`config.mk`:
```
export PLATFORM = sky130hd
export DESIGN_NAME = mole_game_core
export DESIGN_NICKNAME = d
export VERILOG_FILES = /design/src/rtl/mole_pkg.sv /design/src/rtl/mole_lfsr.sv /design/src/rtl/mole_game_core.sv
export SDC_FILE = /design/constraint.sdc
export NUM_CORES = 1
export LEC_CHECK = 0
export CAP_MARGIN = 25
export CORE_AREA = 5 5 101 84
export CTS_BUF_LIST = sky130_fd_sc_hd__clkbuf_8
export CTS_CLUSTER_SIZE = 14
export DETAILED_ROUTE_END_ITERATION = 7
export DIE_AREA = 0 0 106 89
export PLACE_DENSITY = 0.79
export SYNTH_ARGS = -nofsm -noshare
export SYNTH_HDL_FRONTEND = slang
export SYNTH_SLANG_ARGS = --single-unit
export TNS_END_PERCENT = 1
```
`constraint.sdc`:
```
create_clock -name clk -period 12.05 [get_ports clk]
set_input_delay 2.41 -clock clk [delete_from_list [all_inputs] [get_ports clk]]
set_output_delay 2.41 -clock clk [all_outputs]
set_load 0.005 [all_outputs]
```
`src/rtl/mole_pkg.sv`:
```
// Shared definitions for the whack-a-mole game core: FSM states and the
// 8-bit LFSR constants (x^8+x^6+x^5+x^4+1, Fibonacci form, shifting left).
package mole_pkg;

  typedef enum logic [2:0] {
    S_IDLE,
    S_GAP,
    S_UP,
    S_PAUSE,
    S_OVER
  } state_t;

  localparam logic [7:0] LFSR_SEED = 8'hA5;
  localparam logic [7:0] LFSR_TAPS = 8'hB8;

endpackage

```
`src/rtl/mole_lfsr.sv`:
```
// Free-running 8-bit maximal-length LFSR; a non-zero seed keeps it off the
// all-zero lock-up state.
module mole_lfsr
  import mole_pkg::*;
(
  input  logic       clk,
  input  logic       rst,
  output logic [7:0] state
);

  logic [7:0] r_lfsr;
  logic       w_fb;

  assign w_fb = ^(r_lfsr & LFSR_TAPS);

  always_ff @(posedge clk) begin
    if (rst) r_lfsr <= LFSR_SEED;
    else     r_lfsr <= {r_lfsr[6:0], w_fb};
  end

  assign state = r_lfsr;

endmodule

```
`src/rtl/mole_game_core.sv`:
```
// Whack-a-mole game controller: mole placement, up/gap timing on the game
// tick, hit/miss scoring, lives, pause and win/lose detection.
module mole_game_core
  import mole_pkg::*;
#(
  parameter int NUM_HOLES    = 5,
  parameter int SCORE_W      = 4,
  parameter int MAX_LIVES    = 3,
  parameter int UP_TICKS     = 8,
  parameter int MIN_UP_TICKS = 2,
  parameter int GAP_TICKS    = 2
) (
  input  logic                         clk,
  input  logic                         rst,
  input  logic                         tick,
  input  logic                         start,
  input  logic                         pause,
  input  logic [NUM_HOLES-1:0]         buttons,
  output logic [$clog2(NUM_HOLES)-1:0] mole_pos,
  output logic                         mole_valid,
  output logic [SCORE_W-1:0]           score,
  output logic [2:0]                   lives,
  output logic                         paused,
  output logic                         game_lose,
  output logic                         game_win,
  output logic                         hit_pulse,
  output logic                         miss_pulse
);

  localparam int POS_W = $clog2(NUM_HOLES);
  localparam int TMAX0 = (UP_TICKS > GAP_TICKS) ? UP_TICKS : GAP_TICKS;
  localparam int TMAX  = (TMAX0 > MIN_UP_TICKS) ? TMAX0 : MIN_UP_TICKS;
  localparam int TW    = $clog2(TMAX + 1);
  localparam logic [SCORE_W-1:0] SCORE_MAX = '1;

  state_t               r_state, r_saved;
  logic [TW-1:0]        r_timer;
  logic [POS_W-1:0]     r_mole_pos;
  logic                 r_mole_valid, r_paused, r_lose, r_win, r_hit, r_miss;
  logic [SCORE_W-1:0]   r_score;
  logic [2:0]           r_lives;
  logic [NUM_HOLES-1:0] r_btn_q;
  logic                 r_pause_q;

  logic [7:0]           w_lfsr;
  logic [NUM_HOLES-1:0] w_press, w_onehot;
  logic                 w_pause_rise;

  mole_lfsr u_lfsr (
    .clk   (clk),
    .rst   (rst),
    .state (w_lfsr)
  );

  // Avoid repeating the previous hole so consecutive moles are visibly distinct.
  function automatic logic [POS_W-1:0] pick_pos(input logic [7:0] v,
                                                input logic [POS_W-1:0] prev);
    int p;
    p = int'(v) % NUM_HOLES;
    if (p == int'(prev)) p = (p + 1 == NUM_HOLES) ? 0 : p + 1;
    return POS_W'(p);
  endfunction

  // Moles speed up by one tick every four points, floored at MIN_UP_TICKS.
  function automatic logic [TW-1:0] up_load(input logic [SCORE_W-1:0] s);
    int d;
    d = UP_TICKS - int'(s >> 2);
    if (d < MIN_UP_TICKS) d = MIN_UP_TICKS;
    return TW'(d);
  endfunction

  assign w_press      = buttons & ~r_btn_q;
  assign w_pause_rise = pause & ~r_pause_q;
  assign w_onehot     = {{(NUM_HOLES-1){1'b0}}, 1'b1} << r_mole_pos;

  always_ff @(posedge clk) begin
    if (rst) begin
      r_btn_q   <= '0;
      r_pause_q <= 1'b0;
    end else begin
      r_btn_q   <= buttons;
      r_pause_q <= pause;
    end
  end

  always_ff @(posedge clk) begin
    if (rst) begin
      r_state      <= S_IDLE;
      r_saved      <= S_GAP;
      r_timer      <= '0;
      r_mole_pos   <= '0;
      r_mole_valid <= 1'b0;
      r_score      <= '0;
      r_lives      <= 3'(MAX_LIVES);
      r_paused     <= 1'b0;
      r_lose       <= 1'b0;
      r_win        <= 1'b0;
      r_hit        <= 1'b0;
      r_miss       <= 1'b0;
    end else begin
      r_hit  <= 1'b0;
      r_miss <= 1'b0;
      unique case (r_state)
        S_IDLE, S_OVER: begin
          if (start) begin
            r_state <= S_GAP;
            r_score <= '0;
            r_lives <= 3'(MAX_LIVES);
            r_timer <= TW'(GAP_TICKS);
            r_lose  <= 1'b0;
            r_win   <= 1'b0;
          end
        end
        S_GAP: begin
          if (w_pause_rise) begin
            r_saved  <= S_GAP;
            r_state  <= S_PAUSE;
            r_paused <= 1'b1;
          end else if (tick) begin
            if (r_timer <= TW'(1)) begin
              r_state      <= S_UP;
              r_mole_valid <= 1'b1;
              r_mole_pos   <= pick_pos(w_lfsr, r_mole_pos);
              r_timer      <= up_load(r_score);
            end else begin
              r_timer <= r_timer - 1'b1;
            end
          end
        end
        S_UP: begin
          if (w_pause_rise) begin
            r_saved      <= S_UP;
            r_state      <= S_PAUSE;
            r_paused     <= 1'b1;
            r_mole_valid <= 1'b0;
          end else if ((|w_press) || (tick && r_timer <= TW'(1))) begin
            // A press always resolves the mole; a bare timeout is a miss.
            r_mole_valid <= 1'b0;
            r_timer      <= TW'(GAP_TICKS);
            if (w_press == w_onehot) begin
              r_hit <= 1'b1;
              if (r_score == SCORE_MAX - 1'b1) begin
                r_score <= SCORE_MAX;
                r_state <= S_OVER;
                r_win   <= 1'b1;
              end else begin
                r_score <= r_score + 1'b1;
                r_state <= S_GAP;
              end
            end else begin
              r_miss <= 1'b1;
              if (r_lives <= 3'd1) begin
                r_lives <= 3'd0;
                r_state <= S_OVER;
                r_lose  <= 1'b1;
              end else begin
                r_lives <= r_lives - 3'd1;
                r_state <= S_GAP;
              end
            end
          end else if (tick) begin
            r_timer <= r_timer - 1'b1;
          end
        end
        S_PAUSE: begin
          if (w_pause_rise) begin
            r_state      <= r_saved;
            r_paused     <= 1'b0;
            r_mole_valid <= (r_saved == S_UP);
          end
        end
        default: r_state <= S_IDLE;
      endcase
    end
  end

  assign mole_pos   = r_mole_pos;
  assign mole_valid = r_mole_valid;
  assign score      = r_score;
  assign lives      = r_lives;
  assign paused     = r_paused;
  assign game_lose  = r_lose;
  assign game_win   = r_win;
  assign hit_pulse  = r_hit;
  assign miss_pulse = r_miss;

endmodule
```
# == Yosys cells after proc, flatten, opt, wreduce, memory -nomap -nowiden ==
# Cells that the tools add are included.
# W data, S select, Z words.
# classes
add_sub_neg,5
order_cmp,3
muxes,60
shifts,1
bitwise,7
div,1
n_eq_ne,27
reduce_logical,23
# ops
operator,count
$mux W3,19
$mux W4,13
$add A32 B2 Y32 const B,1
$eq A32 B4 Y1,1
$eq A32 B4 Y1 const B,1
$mod A9 B4 Y32 const B,1
$ne A2 B2 Y1 const B,13
$reduce_and A6 Y1,4
$mux W1,19
$reduce_and A5 Y1,3
$ne A3 B3 Y1 const B,4
$pmux W3 S2,2
$pmux W3 S4,1
$pmux W4 S3,1
$eq A3 B2 Y1 const B,3
$pmux W4 S2,1
$reduce_xor A8 Y1,1
$pmux W1 S2,3
$reduce_and A3 Y1,2
$reduce_bool A2 Y1,3
$reduce_bool A3 Y1,2
$and A5 B5 Y5,1
$eq A5 B5 Y1,1
$lt A5 B3 Y1 const B,1
22 further kinds,26
# totals
reg_bits,40
in_bits,10
elab_cells,142
out_inout_bits,16

# == Longest topological paths before layout ==
# logic_depth
word_depth,7
depth_mapped,32
mapped_depth_nobuf,29

# == Modules after synthesis ==
# Synthesis repeated with hierarchy kept, for this count alone.
# unflattened
hier_cells,535
area_unflattened_um2,3977.6
# by_module_without_submodules
mod,seq_area_each_um2,cells_each,instances,area_per_inst_um2
mole_game_core,620.6,516,1,3741.1
mole_lfsr,160.2,19,1,236.5

# == Worst setup path after synthesis ==
# Ideal clock, no wire load.
# synth_timing
path_kind,register -> register
start,"register u_lfsr.r_lfsr[4], in the netlist u_lfsr.state[4]"
end,"register r_mole_pos[2], in the netlist mole_pos[2]"
path_buffers,3
t_arrival_ns,7.167
stages_incl_launch_ff,31
path_slack_ns,4.763
setup_time_ns,0.120
cell_sequence,dfxtp_1 clkbuf_1 inv_1 buf_2 ha_1 buf_2 or3b_4 a22o_1 o31ai_2 nand4_1 nand2_1 o31ai_1 a211o_1 inv_1 ha_1 nand2_1 or3b_2 o2111a_1 a211o_1 o211a_1 o21ai_0 nand2_1 o21ai_1 ha_1 o21ba_2 or4b_1 a31oi_1 o2111ai_1 or4_4 mux2_1 o31a_1
# synth_via
elab_chain_cells,5
elab_cells_between_ends,6
# synth_rtl
element,line_no,rtl
start: declaration,mole_lfsr.sv:11,logic [7:0] r_lfsr;
start signal: assignment,mole_lfsr.sv:18,"else r_lfsr <= {r_lfsr[6:0], w_fb};"
$mod A9 B4 Y32 (*),mole_game_core.sv:59,p = int'(v) % NUM_HOLES;
$add A32 B2 Y32,mole_game_core.sv:60,if (p == int'(prev)) p = (p + 1 == NUM_HOLES) ? 0 : p + 1;
$eq A32 B4 Y1,mole_game_core.sv:60,
$mux W3,mole_game_core.sv:60,
$mux W3 (*),mole_game_core.sv:60,
end signal: assignment,mole_game_core.sv:123,"r_mole_pos <= pick_pos(w_lfsr, r_mole_pos);"
end: declaration,mole_game_core.sv:38,logic [POS_W-1:0] r_mole_pos;
# Mark *: on every way between the ends. The rest lies on a longest branch, timed or not.
# A chain may end at the register's enable or synchronous reset.

# == Worst setup path in the final report ==
# Ends and elaborated chain as after synthesis.

==> summary.md <==
| Metric | Value |
|---|---|
| Top fanout value on the critical path | `20` |
| Worst-case clock skew | `0.00516 ns` |
| Setup violators final | `0` |
| # clock sinks | `39` |
| Placeable core region | `7290 sq um` |
| Count of vias placed by the detailed router | `4773` |
| Final-stage net count | `631` |
| Number of library cell types mapped by synthesis | `94` |
| Total count of hold-check failures in the final report | `0` |
| Routed WL | `12300 microns` |
| Required time reported for the critical path endpoint | `12.23 ns` |
| Maximum level of the CTS H-tree | `2` |
| Hold buffer count at cts | `0` |
| Global routing usage summed across all routing layers | `26.1%` |
| Fill count | `661` |
| Starting density of the core | `59.1%` |
| Die W | `106 microns` |
| Average size of a mapped cell | `7.15 sq um` |
| Number of buffers added on ports | `25` |
| Actual slew at the worst max-slew pin | `0.772 ns` |
| Post-detailed-route wirelength per cell | `17.6 microns` |
| Delay-heaviest family, CP | `simple AND/OR/NAND/NOR gates` |
| Slew Limit Fails | `0` |
| Number of placement rows | `28` |
| Post-synthesis cell area | `4300 sq um` |
| Clock-pin transition on the worst setup and hold timing paths | `0.07 ns` |
| TritonCTS Buffers | `5` |
| Share of flip-flops with an asynchronous set or reset | `0%` |
| Post-synthesis sequential area ratio | `18.1%` |
| Placement-stage worst setup slack | `3.92 ns` |
| Worst setup path class | `flop to flop` |
| Worst-case headroom to the max-slew limit | `48.5%` |
| Vias in the first global route | `4324` |
| Final critical-path required period | `8.33 ns` |
| Antenna violations before repair | `0` |
| Launching element of the worst setup path | `u_lfsr.state[4]` |
| Largest cells by area after synthesis | `dfxtp_1 (18%), nor2_1 (5.3%), a21oi_1 (5.0%)` |
| Count leader, synth | `nor2_1` |
| Arr. time, crit path | `8.52 ns` |
| Remaining DRCs | `0` |
| Die ar. | `9430 sq um` |
| Critical Path Source Type | `flop` |
| Unrepaired setup endpoints after global routing | `no` |
| Number of synthesized flops with an enable pin | `0` |
| Gate count after technology mapping | `602` |
| Max clock buf depth | `2` |
| Routability congestion estimate | `1.01` |
| Peak per-stage delay on the critical path | `0.53 ns` |
| Total congestion overflow | `0` |
| Worst hold path startpoint | `game_win` |
| Worst IR drop on VDD | `0.0000795 V` |
| Synthesized netlist net count | `628` |
| Number of top-level pins | `26` |
| Post-synthesis to final-layout area growth | `7.91%` |
| Antenna cell count | `0` |
| Hold WS | `0.493 ns` |
| Hold crit path type | `flop to flop` |
| Worst path bufs/invs | `2` |
| Final antenna-violating net count | `0` |
| First-pass detailed-route iteration total | `6` |
| Top cells by instance count after synthesis | `nor2_1 (61), nand2_1 (55), a21oi_1 (43), dfxtp_1 (39), o21ai_0 (30)` |
| Slowest CP cell | `or4_4` |
| Final HPWL DP | `9210 microns` |
| Leakage Power | `0.00175 uW` |
| Post-CTS setup buffer count | `0` |
| PostCTS Resize Cnt | `0` |
| Final total negative setup slack | `0 ns` |
| Crit. End Element | `flop` |
| Final core utilization | `63.7%` |
| Synth Register Bits | `39` |
| Clock latency reported for the late side of the worst-skew pair | `0.29 ns` |
| Prevailing post-synth register cell | `dfxtp_1` |
| Wire length of the first global-routing pass | `20500 microns` |
| Period Utilization, post-route | `69.2%` |
| Run status | `completed` |
| Ratio of total power to cell area | `132 nW/um^2` |
| Max-cap violations | `0` |
| Highest clock rate | `0.120 GHz` |
| Launch point of the worst reg-to-reg path | `u_lfsr.state[4]` |
| Via density per instance | `6.86` |
| Fraction of layout instances using a drive strength above 1 | `7.26%` |
| Pin count of the biggest net entering global routing | `40` |
| Number of design-rule violations left by the first detailed-router iteration | `665` |
| Overall power consumption | `614 uW` |
| TritonCTS clock tree | `yes` |
| Library cell with the largest summed area after synthesis | `dfxtp_1` |
| Yosys Warn Count | `0` |
| Die height | `89 microns` |
| Worst-case setup margin in the final layout | `3.72 ns` |
| Root Driver | `clkbuf_8` |
| Portion of synthesized cell area occupied by the leading cell type | `18.1%` |
[final timing paths]
path                  to  slack, ns  cells after the start
min reg2reg     game_win       0.49                      2
max reg2reg  mole_pos[2]       3.72                     27
min             game_win       0.49                      2
max          mole_pos[2]       3.72                     27
[where the power goes]
group / internal [uW] / switching [uW] / leakage [uW]
logic: 133 / 217 / 0.00137
registers: 137 / 14.4 / 0.000320
clock network: 67.0 / 45.9 / 0.0000612
[routing by layer]
layer / part of all wire, % / vias up / track usage [%]
li1: - / 2287 / -
met1: 45 / 2164 / 36.6
met2: 43 / 288 / 41.1
met3: 11 / 34 / 6.06
met4: 1.5 / 0 / 5.65
met5: 0 / - / 0
[tightest hold or removal path: cells and delay by family (launching register included)]
| kind | cells | cell delay (ns) |
|---|---|---|
| and+or+nand+nor | 1 | 0.07 |
| AOI/OAI and AO/OA | 1 | 0.06 |
| DFF | 1 | 0.33 |
[registers in the layout, summed over array words and instances (netlist names)]
name and flops:
r_state 3, r_saved 2, r_btn_q 5, game_lose 1
game_win 1, mole_valid 1, u_lfsr.state 8, r_timer 4
hit_pulse 1, r_pause_q 1, miss_pulse 1, score 4
lives 3, mole_pos 3, paused 1
[cells by family (layout without fill, tap and decap cells)]
kind of cell | Yosys count | after routing | synth area share [%]
AND/OR/NAND/NOR | 258 | 258 | 31.5
XOR/XNOR | 12 | 12 | 2.76
buffers and inverters | 61 | 65 | 6.31
flip-flops | 39 | 39 | 18.1
AO/OA/AOI/OAI | 211 | 211 | 35.4
adder cells (fa/ha/maj) | 16 | 16 | 4.65
multiplexers | 5 | 5 | 1.22
[through the flow]
step | area [sq um] | instances
6_report | 4640 | 696
5_1_grt | 4640 | 696
4_1_cts | 4640 | 696
3_5_place_dp | 4530 | 688
3_3_place_gp | 4530 | 688
2_1_floorplan | 4300 | 602
[cell usage in the layout, fill, tap and decap left out, types with 11 or more instances in the layout]
master / synthesis / final
inv_1: 28 / 28
nor2_1: 61 / 61
nor2b_1: 18 / 18
a21oi_1: 43 / 43
nand3_1: 23 / 23
ha_1: 16 / 16
o21ai_0: 30 / 30
nor3_1: 25 / 25
a31oi_1: 11 / 11
dfxtp_1: 39 / 39
nand4_1: 11 / 11
clkdlybuf4s50_1: 0 / 25
nand2_1: 55 / 55
[final cells by class]
cell class / instances / area [sq um] / share of cell area [%]
Clock buffer: 6 / 82.6 / 1.78
Clock inverter: 2 / 35.0 / 0.754
Inverter: 29 / 109 / 2.34
Multi-Input combinational cell: 502 / 3250 / 70.0
Sequential cell: 39 / 781 / 16.8
Tap cell: 90 / 113 / 2.42
Timing Repair Buffer: 28 / 273 / 5.87
(Power assumes the default switching activity.)
